File: src/rtl/vga_stream_out.sv
// VGA output stage: H/V timing, AXI4-Stream pixel lock (tuser=SOF, tlast=EOL), registered sync/RGB/DE.
// Optional build macro VGA_TEST_PATTERN_EN adds a test_pattern input that shows 8 colour bars.
module vga_stream_out #(
    parameter int   COLOR_W   = 4,
    parameter int   H_RES     = 640,
    parameter int   H_FP      = 16,
    parameter int   H_SYNC    = 96,
    parameter int   H_BP      = 48,
    parameter int   V_RES     = 480,
    parameter int   V_FP      = 10,
    parameter int   V_SYNC    = 2,
    parameter int   V_BP      = 33,
    parameter logic HSYNC_POL = 1'b0,
    parameter logic VSYNC_POL = 1'b0
) (
    input  logic                   aclk,
    input  logic                   aresetn,
    input  logic                   pix_tvalid,
    output logic                   pix_tready,
    input  logic [3*COLOR_W-1:0]   pix_tdata,
    input  logic                   pix_tlast,
    input  logic                   pix_tuser,
`ifdef VGA_TEST_PATTERN_EN
    input  logic                   test_pattern,
`endif
    output logic                   hsync,
    output logic                   vsync,
    output logic [COLOR_W-1:0]     r,
    output logic [COLOR_W-1:0]     g,
    output logic [COLOR_W-1:0]     b,
    output logic                   de,
    output logic                   sof,
    output logic                   underflow,
    output logic                   frame_err
);

    // state     | meaning
    // SEARCH    | dropping beats until one carries tuser
    // WAIT      | SOF beat held, waiting for h_cnt==0 && v_cnt==0
    // LOCKED    | one beat consumed per active pixel
    typedef enum logic [1:0] {ST_SEARCH, ST_WAIT, ST_LOCKED} state_t;

    localparam int H_TOTAL = H_RES + H_FP + H_SYNC + H_BP;
    localparam int V_TOTAL = V_RES + V_FP + V_SYNC + V_BP;
    localparam int HW      = $clog2(H_TOTAL);
    localparam int VW      = $clog2(V_TOTAL);

    localparam logic [31:0] H_ACT  = 32'(H_RES);
    localparam logic [31:0] H_SS   = 32'(H_RES + H_FP);
    localparam logic [31:0] H_SE   = 32'(H_RES + H_FP + H_SYNC);
    localparam logic [31:0] H_LAST = 32'(H_TOTAL - 1);
    localparam logic [31:0] H_EOL  = 32'(H_RES - 1);
    localparam logic [31:0] V_ACT  = 32'(V_RES);
    localparam logic [31:0] V_SS   = 32'(V_RES + V_FP);
    localparam logic [31:0] V_SE   = 32'(V_RES + V_FP + V_SYNC);
    localparam logic [31:0] V_LAST = 32'(V_TOTAL - 1);

    logic [HW-1:0] h_cnt;
    logic [VW-1:0] v_cnt;
    state_t        state;
    logic          blank;

    logic [31:0] h_ext, v_ext;
    logic        h_wrap, v_wrap, frame_wrap, frame_start, active, last_col;
    logic        in_hsync, in_vsync, beat_err;

    assign h_ext       = 32'(h_cnt);
    assign v_ext       = 32'(v_cnt);
    assign h_wrap      = (h_ext == H_LAST);
    assign v_wrap      = (v_ext == V_LAST);
    assign frame_wrap  = h_wrap && v_wrap;
    assign frame_start = (h_ext == 32'd0) && (v_ext == 32'd0);
    assign active      = (h_ext < H_ACT) && (v_ext < V_ACT);
    assign last_col    = (h_ext == H_EOL);
    assign in_hsync    = (h_ext >= H_SS) && (h_ext < H_SE);
    assign in_vsync    = (v_ext >= V_SS) && (v_ext < V_SE);
    assign beat_err    = (pix_tlast != last_col) || (pix_tuser != frame_start);

`ifdef VGA_TEST_PATTERN_EN
    logic [2:0] bar;
    assign bar = 3'((h_ext * 32'd8) / H_ACT);
`endif

    always_comb begin
        pix_tready = 1'b0;
        case (state)
            ST_SEARCH: pix_tready = !(pix_tvalid && pix_tuser);
            ST_LOCKED: pix_tready = active;
            default:   pix_tready = 1'b0;
        endcase
`ifdef VGA_TEST_PATTERN_EN
        if (test_pattern) pix_tready = 1'b0;
`endif
    end

    always_ff @(posedge aclk or negedge aresetn) begin
        if (!aresetn) begin
            h_cnt     <= '0;
            v_cnt     <= VW'(V_RES);
            state     <= ST_SEARCH;
            blank     <= 1'b0;
            hsync     <= ~HSYNC_POL;
            vsync     <= ~VSYNC_POL;
            r         <= '0;
            g         <= '0;
            b         <= '0;
            de        <= 1'b0;
            sof       <= 1'b0;
            underflow <= 1'b0;
            frame_err <= 1'b0;
        end else begin
            h_cnt <= h_wrap ? '0 : h_cnt + HW'(1);
            if (h_wrap) v_cnt <= v_wrap ? '0 : v_cnt + VW'(1);
            hsync     <= in_hsync ? HSYNC_POL : ~HSYNC_POL;
            vsync     <= in_vsync ? VSYNC_POL : ~VSYNC_POL;
            r         <= '0;
            g         <= '0;
            b         <= '0;
            sof       <= 1'b0;
            underflow <= 1'b0;
            frame_err <= 1'b0;
            // after an error the active area stays marked but black until the frame ends
            de        <= active && blank;
            if (frame_wrap) blank <= 1'b0;
`ifdef VGA_TEST_PATTERN_EN
            if (test_pattern) begin
                state <= ST_SEARCH;
                blank <= 1'b0;
                de    <= active;
                sof   <= active && frame_start;
                if (active) begin
                    r <= {COLOR_W{bar[0]}};
                    g <= {COLOR_W{bar[1]}};
                    b <= {COLOR_W{bar[2]}};
                end
            end else
`endif
            case (state)
                ST_SEARCH: begin
                    if (pix_tvalid && pix_tuser) state <= frame_wrap ? ST_LOCKED : ST_WAIT;
                end
                ST_WAIT: begin
                    if (frame_wrap) state <= ST_LOCKED;
                end
                ST_LOCKED: begin
                    if (active) begin
                        de <= 1'b1;
                        if (!pix_tvalid) begin
                            underflow <= 1'b1;
                            state     <= ST_SEARCH;
                            blank     <= 1'b1;
                        end else if (beat_err) begin
                            frame_err <= 1'b1;
                            state     <= ST_SEARCH;
                            blank     <= 1'b1;
                        end else begin
                            r   <= pix_tdata[COLOR_W-1:0];
                            g   <= pix_tdata[2*COLOR_W-1:COLOR_W];
                            b   <= pix_tdata[3*COLOR_W-1:2*COLOR_W];
                            sof <= frame_start;
                        end
                    end
                end
                default: state <= ST_SEARCH;
            endcase
        end
    end

endmodule

File: config.mk
export PLATFORM = sky130hd
export DESIGN_NAME = vga_stream_out
export DESIGN_NICKNAME = d
export VERILOG_FILES = /design/src/rtl/vga_stream_out.sv
export SDC_FILE = /design/constraint.sdc
export NUM_CORES = 1
export LEC_CHECK = 0
export ABC_AREA = 1
export CAP_MARGIN = 25
export CORE_ASPECT_RATIO = 0.75
export CORE_UTILIZATION = 59
export CTS_BUF_LIST = sky130_fd_sc_hd__clkbuf_8
export DETAILED_ROUTE_END_ITERATION = 12
export PLACE_DENSITY = 0.88
export SLEW_MARGIN = 20
export SYNTH_ARGS = -nofsm -noshare
export SYNTH_HDL_FRONTEND = slang
export SYNTH_SLANG_ARGS = --single-unit
File: constraint.sdc
create_clock -name aclk -period 3.7 [get_ports aclk]
set_input_delay 0.74 -clock aclk [delete_from_list [all_inputs] [get_ports aclk]]
set_output_delay 0.74 -clock aclk [all_outputs]
set_load 0.005 [all_outputs]
# Yosys cells after proc, flatten, opt, wreduce, memory -nomap -nowiden
# Cells that the tools add are included.
[totals]
register_bits = 41
inputBits = 17
output_inout_bits = 19
wordCells = 87
[classes]
n_addsub = 2
order_cmp = 6
n_eq_ne = 11
muxes = 42
n_reduce_logical = 13
[ops]
columns = ["operator", "count"]
rows = [
  ["zero test 32 bit", 2],
  ["2-to-1 mux 4 bit", 12],
  ["== test 10 bit (second input constant)", 3],
  ["adder 10 x 1 -> 10 bit (second input constant)", 2],
  ["less-than comparator 10 bit (second input constant)", 2],
  ["less-than comparator 10 x 9 -> 1 bit (second input constant)", 2],
  ["2-to-1 mux 1 bit", 20],
  ["2-to-1 mux 10 bit", 2],
  ["2-to-1 mux 2 bit", 6],
  [">= comparator 10 bit (second input constant)", 1],
  [">= comparator 10 x 9 -> 1 bit (second input constant)", 1],
  ["logical AND 1 bit", 7],
  ["inequality test 2 bit (second input constant)", 3],
  ["case mux 2 bit (3 select lines)", 1],
  ["AND reduction 4 bit", 1],
  ["inequality test 3 bit (second input constant)", 1],
  ["== test 2 x 1 -> 1 bit (second input constant)", 1],
  ["== test 2 bit (second input constant)", 1],
  ["zero test 2 bit", 1],
  ["inequality test 1 bit", 2],
  ["case mux 1 bit (2 select lines)", 1],
  ["zero test 1 bit", 1],
  ["logical OR 1 bit", 1],
]

# Depth between registers and ports, before layout
[logic_depth]
word_depth = 8
ltp_mapped = 12
mapped_depth_nobuf = 12

# Worst setup path before layout
# No wires, ideal clock.
[synth_path]
kind = "reg-to-output"
startpoint = "register v_cnt[5]"
endpoint = "output pix_tready"
t_arrival_ns = 1.155
t_required_ns = 2.960
path_slack_ns = 1.805
stages_incl_launch_ff = 6
n_path_buf = 0
cell_sequence = "dfstp_2 inv_1 nor3_2 nor4_4 nand2_2 nand2_1"
[synth_between]
elab_chain_len = 3
[synth_lines]
columns = ["element", "line", "text"]
rows = [
  ["start: declaration", "59", "logic [VW-1:0] v_cnt;"],
  ["start signal: assignment", "99", "v_cnt <= VW'(V_RES);"],
  ["start signal: assignment", "113", "if (h_wrap) v_cnt <= v_wrap ? '0 : v_cnt + VW'(1);"],
  ["less-than comparator 10 x 9 -> 1 bit", "73", "assign active = (h_ext < H_ACT) && (v_ext < V_ACT);"],
  ["logical AND 1 bit", "73", ""],
  ["case mux 1 bit (2 select lines)", "86", "case (state)"],
  ["end: declaration", "19", "output logic pix_tready,"],
]
# Every way passes these cells.

# Final worst setup path
[layout_path]
startpoint = "register v_cnt[8]"
endpoint = "output pix_tready"
# The elaborated chain is that of the path after synthesis.

==> results_tabular.tex <==
\begin{tabular}{lr}
\hline
Metric & Value \\
\hline
\multicolumn{2}{l}{\textbf{Clocking}} \\
Number of hold-repair buffers added at the cts stage & 0 \\
H-tree level count & 2 \\
PostCTS Resize Cnt & 0 \\
Cell at the root of the clock tree & sky130\_fd\_sc\_hd\_\_clkbuf\_8 \\
Skew-Pair Late Insertion Delay & 0.30 ns \\
Clock input transition at the sequential cells of the worst setup and hold paths & 0.07 ns \\
Clock buffer count from CTS & 5 \\
Setup bufs post-CTS & 0 \\
Sink Count & 41 \\
Bufs on Longest Clock Path & 2 \\
Clock tree from TritonCTS & yes \\
\multicolumn{2}{l}{\textbf{Power}} \\
Post-layout total power & 0.828 mW \\
Internal power of the cells & 0.661 mW \\
Proportion of power drawn by the clock network & 41.6\% \\
Net switching fraction of the power & 20.2\% \\
IR drop worst, VDD & between 0.3 and 0.4 mV \\
Gate power share & 4.3\% \\
Power density normalized to cell area & 323 mW/mm\^{}2 \\
Switching power total & 0.167 mW \\
Sequential power share & 54.1\% \\
Leakage component of the power & 1.25 nW \\
\multicolumn{2}{l}{\textbf{Yosys}} \\
Synthesis-stage register bit count & 41 \\
Post-Synthesis Cell Area & 0.00209 mm\^{}2 \\
Cell variety after synth & 29 \\
Proportion of synthesized chip area in sequential cells & 49.4\% \\
Syn. warnings & 0 \\
Flip-flop cell with the highest count after synthesis & sky130\_fd\_sc\_hd\_\_dfrtp\_1 \\
Average size of a mapped cell & 8.98 um\^{}2 \\
Synthesized netlist net count & 254 \\
Number of enable-type register cells in the synthesized netlist & 0 \\
Post-Syn Instances & 233 \\
Share of flip-flops with an asynchronous set or reset after synthesis & 100\% \\
\multicolumn{2}{l}{\textbf{Timing}} \\
Final critical-path share of the clock period & 75.5\% \\
Clock Skews & 0.00922 ns \\
Count of final setup violators & 0 \\
Post-layout min period & 2.79 ns \\
Setup repair after global routing missed its margin & false \\
Final Hold Viols & 0 \\
Worst Tran Pin Value & 0.879 ns \\
Max-slew violation count & 0 \\
Worst-case headroom to the max-slew limit & 41.4\% \\
F\_max & about 0.36 GHz \\
Total Negative Setup Slacks & 0 ns \\
\multicolumn{2}{l}{\textbf{Critical path}} \\
Worst r2r path cells & 7 \\
Setup Crit Path Kind & flip-flop to output port \\
Worst R2R Setup Slack & roughly 1.7 ns \\
Critical path launch point type & flip-flop \\
Worst r2r dst & b[3] \\
Element type at the critical path end & output port \\
Critical register-to-register path startpoint & h\_cnt[8] \\
Worst path required time & between 2 and 3 ns \\
CP Max Fanout & 5 \\
Critical Path AT & 2.05 ns \\
\multicolumn{2}{l}{\textbf{Drt}} \\
Detailed-route DRC error count & 6 \\
Detail-routed net length per standard cell & 13.4 um \\
Violation count after the first detailed-route iteration & 130 \\
Antenna Violating Nets Remaining & 0 \\
Wire length after detailed routing & 4210 um \\
Routed vias & 1611 \\
Mean number of vias per cell & 5.13 \\
First-pass detailed-route iteration total & 8 \\
\multicolumn{2}{l}{\textbf{Die}} \\
Total Die Area & about 0.0038 mm\^{}2 \\
I/O pin total & 36 \\
Core Footprint & between 0.003 and 0.004 mm\^{}2 \\
Number of placement rows & 18 \\
Starting density of the core & 62.8\% \\
Horiz. Die Dim & 70.8 um \\
Floorplan die height & 53.6 um \\
\multicolumn{2}{l}{\textbf{Worst hold path}} \\
Type of the tightest min-delay check & flip-flop to flip-flop \\
Worst Hold End & h\_cnt[0] \\
Min-Delay Startpoint & h\_cnt[0] \\
Cell depth of the worst hold path & 1 \\
\multicolumn{2}{l}{\textbf{Status}} \\
Violated checks & DRC \\
Status & finished, violations left \\
\multicolumn{2}{l}{\textbf{Cells and area}} \\
Net total in the final layout & 294 \\
Fraction of final layout cells with drive strength greater than 1 & 18.2\% \\
Multi-input gate area in the final layout & around 900 um\^{}2 \\
Flip-flop and latch area & between 0.001 and 0.0015 mm\^{}2 \\
Area Overhead vs Synth & 22.7\% \\
Final antenna diode count & 0 \\
Final core area utilization & 77.0\% \\
Number of fill cells & 249 \\
Total non-filler cell area in the finished layout & 0.00257 mm\^{}2 \\
\multicolumn{2}{l}{\textbf{GRT}} \\
Final global-route overflow total & 0 \\
Wire length of the first global-routing pass & 6920 um \\
GRT Util Overall & approximately a quarter \\
Initial antenna violation count & 0 \\
Via count of the first global-routing pass & 1483 \\
Largest net degree at the start of global routing & 42 \\
\multicolumn{2}{l}{\textbf{Place}} \\
Placed cell areas & 0.00246 mm\^{}2 \\
Number of I/O port buffers & 35 \\
Final weighted congestion of routability-driven global placement & 0.912 \\
Detailed placement HPWL & around 3200 um \\
\multicolumn{2}{l}{\textbf{Job}} \\
Maximum capacitance violations & 0 \\
\hline
\end{tabular}
==> flip-flops by register name, indices dropped and copies added (netlist names) <==
register / count
b: 4
blank: 1
de: 1
frame_err: 1
g: 4
h_cnt: 10
hsync: 1
r: 4
sof: 1
state: 2
underflow: 1
v_cnt: 10
vsync: 1
==> synthesized netlist by cell type (2+ instances only) <==
cell	n	area, um^2
sky130_fd_sc_hd__nand2_1	44	165
sky130_fd_sc_hd__dfrtp_1	35	876
sky130_fd_sc_hd__inv_1	29	109
sky130_fd_sc_hd__nor2_1	28	105
sky130_fd_sc_hd__nand3_1	11	55.1
sky130_fd_sc_hd__nor2_2	11	68.8
sky130_fd_sc_hd__nand2_4	9	101
sky130_fd_sc_hd__nand4_1	8	50.1
sky130_fd_sc_hd__o21ai_0	7	35.0
sky130_fd_sc_hd__xor2_1	7	61.3
sky130_fd_sc_hd__dfstp_2	6	158
sky130_fd_sc_hd__a21oi_1	4	20.0
sky130_fd_sc_hd__ha_1	4	50.1
sky130_fd_sc_hd__nor3_1	4	20.0
sky130_fd_sc_hd__inv_2	3	11.3
sky130_fd_sc_hd__nand2_2	3	18.8
sky130_fd_sc_hd__nor3_2	3	30.0
sky130_fd_sc_hd__o211ai_1	3	22.5
sky130_fd_sc_hd__a31oi_1	2	12.5
sky130_fd_sc_hd__nand3_2	2	20.0
sky130_fd_sc_hd__or2_2	2	12.5
==> worst max-delay path, stage by stage, from the launching register on <==
cell	delay [ns]
sky130_fd_sc_hd__dfstp_2	0.58
sky130_fd_sc_hd__inv_1	0.09
sky130_fd_sc_hd__nor3_2	0.35
sky130_fd_sc_hd__nor4_4	0.08
sky130_fd_sc_hd__nand2_2	0.14
sky130_fd_sc_hd__nand2_1	0.09
sky130_fd_sc_hd__clkdlybuf4s50_1	0.45
==> metrics by stage <==
step,std cells,hold slack [ns],setup slack [ns]
2_1_floorplan,233,0.432,1.81
3_3_place_gp,306,0.451,1.01
3_5_place_dp,306,0.457,0.981
4_1_cts,314,0.467,0.896
5_1_grt,314,0.479,0.815
6_report,314,0.460,0.907
==> per-layer routing <==
| layer | track usage [%] | vias up | wire length, um |
|---|---|---|---|
| met5 | 0 | - | 0 |
| met4 | 9.00 | 0 | 48 |
| met3 | 6.37 | 6 | 184 |
| met2 | 39.6 | 29 | 1990 |
| met1 | 33.3 | 760 | 1980 |
| li1 | - | 816 | - |
==> cell type report <==
class | instances | area share, %
Sequential cell | 41 | 40.3
Multi-Input combinational cell | 157 | 35.2
Timing Repair Buffer | 36 | 13.7
Inverter | 32 | 4.68
Clock buffer | 5 | 2.68
Tap cell | 40 | 1.95
Clock inverter | 3 | 1.51
==> placed cells by master, fill, tap and decap left out, types with 6 or more instances in the layout <==
| cell type | count |
|---|---|
| sky130_fd_sc_hd__nand2_4 | 9 |
| sky130_fd_sc_hd__dfrtp_1 | 35 |
| sky130_fd_sc_hd__inv_1 | 30 |
| sky130_fd_sc_hd__dfstp_2 | 6 |
| sky130_fd_sc_hd__nor2_1 | 28 |
| sky130_fd_sc_hd__nor2_2 | 11 |
| sky130_fd_sc_hd__o21ai_0 | 7 |
| sky130_fd_sc_hd__clkdlybuf4s50_1 | 34 |
| sky130_fd_sc_hd__nand4_1 | 8 |
| sky130_fd_sc_hd__xor2_1 | 7 |
| sky130_fd_sc_hd__nand2_1 | 44 |
| sky130_fd_sc_hd__nand3_1 | 11 |
==> power by group through the flow <==
| stage | clock (mW) | sequential (mW) | combinational (mW) |
|---|---|---|---|
| after global routing | 0.370 | 0.448 | 0.0401 |
| after detailed placement | 0 | 0.457 | 0.0365 |
| after CTS | 0.355 | 0.448 | 0.0367 |
| after global placement | 0 | 0.457 | 0.0360 |
| final | 0.344 | 0.448 | 0.0357 |
| after floorplan | 0 | 0.457 | 0.00730 |
==> how the worst max path moves through the flow <==
stage	cells past startpoint	to	startpoint	slack (ns)
final	6	pix_tready	v_cnt[8]	0.91
after detailed placement	5	pix_tready	pix_tvalid	0.98
after global placement	5	pix_tready	pix_tvalid	1.01
after floorplan	5	pix_tready	v_cnt[5]	1.81
after CTS	6	pix_tready	v_cnt[8]	0.90
after global routing	6	pix_tready	v_cnt[5]	0.82
==> cells by family after synthesis <==
| logic type | count (synthesis) | synth area share [%] |
|---|---|---|
| simple gates | 128 | 32.8 |
| flops | 41 | 49.4 |
| buf+inv | 35 | 7.48 |
| compound gates | 18 | 5.02 |
| xor+xnor | 7 | 2.93 |
| fa+ha+maj | 4 | 2.39 |
(Power assumes the default switching activity.)
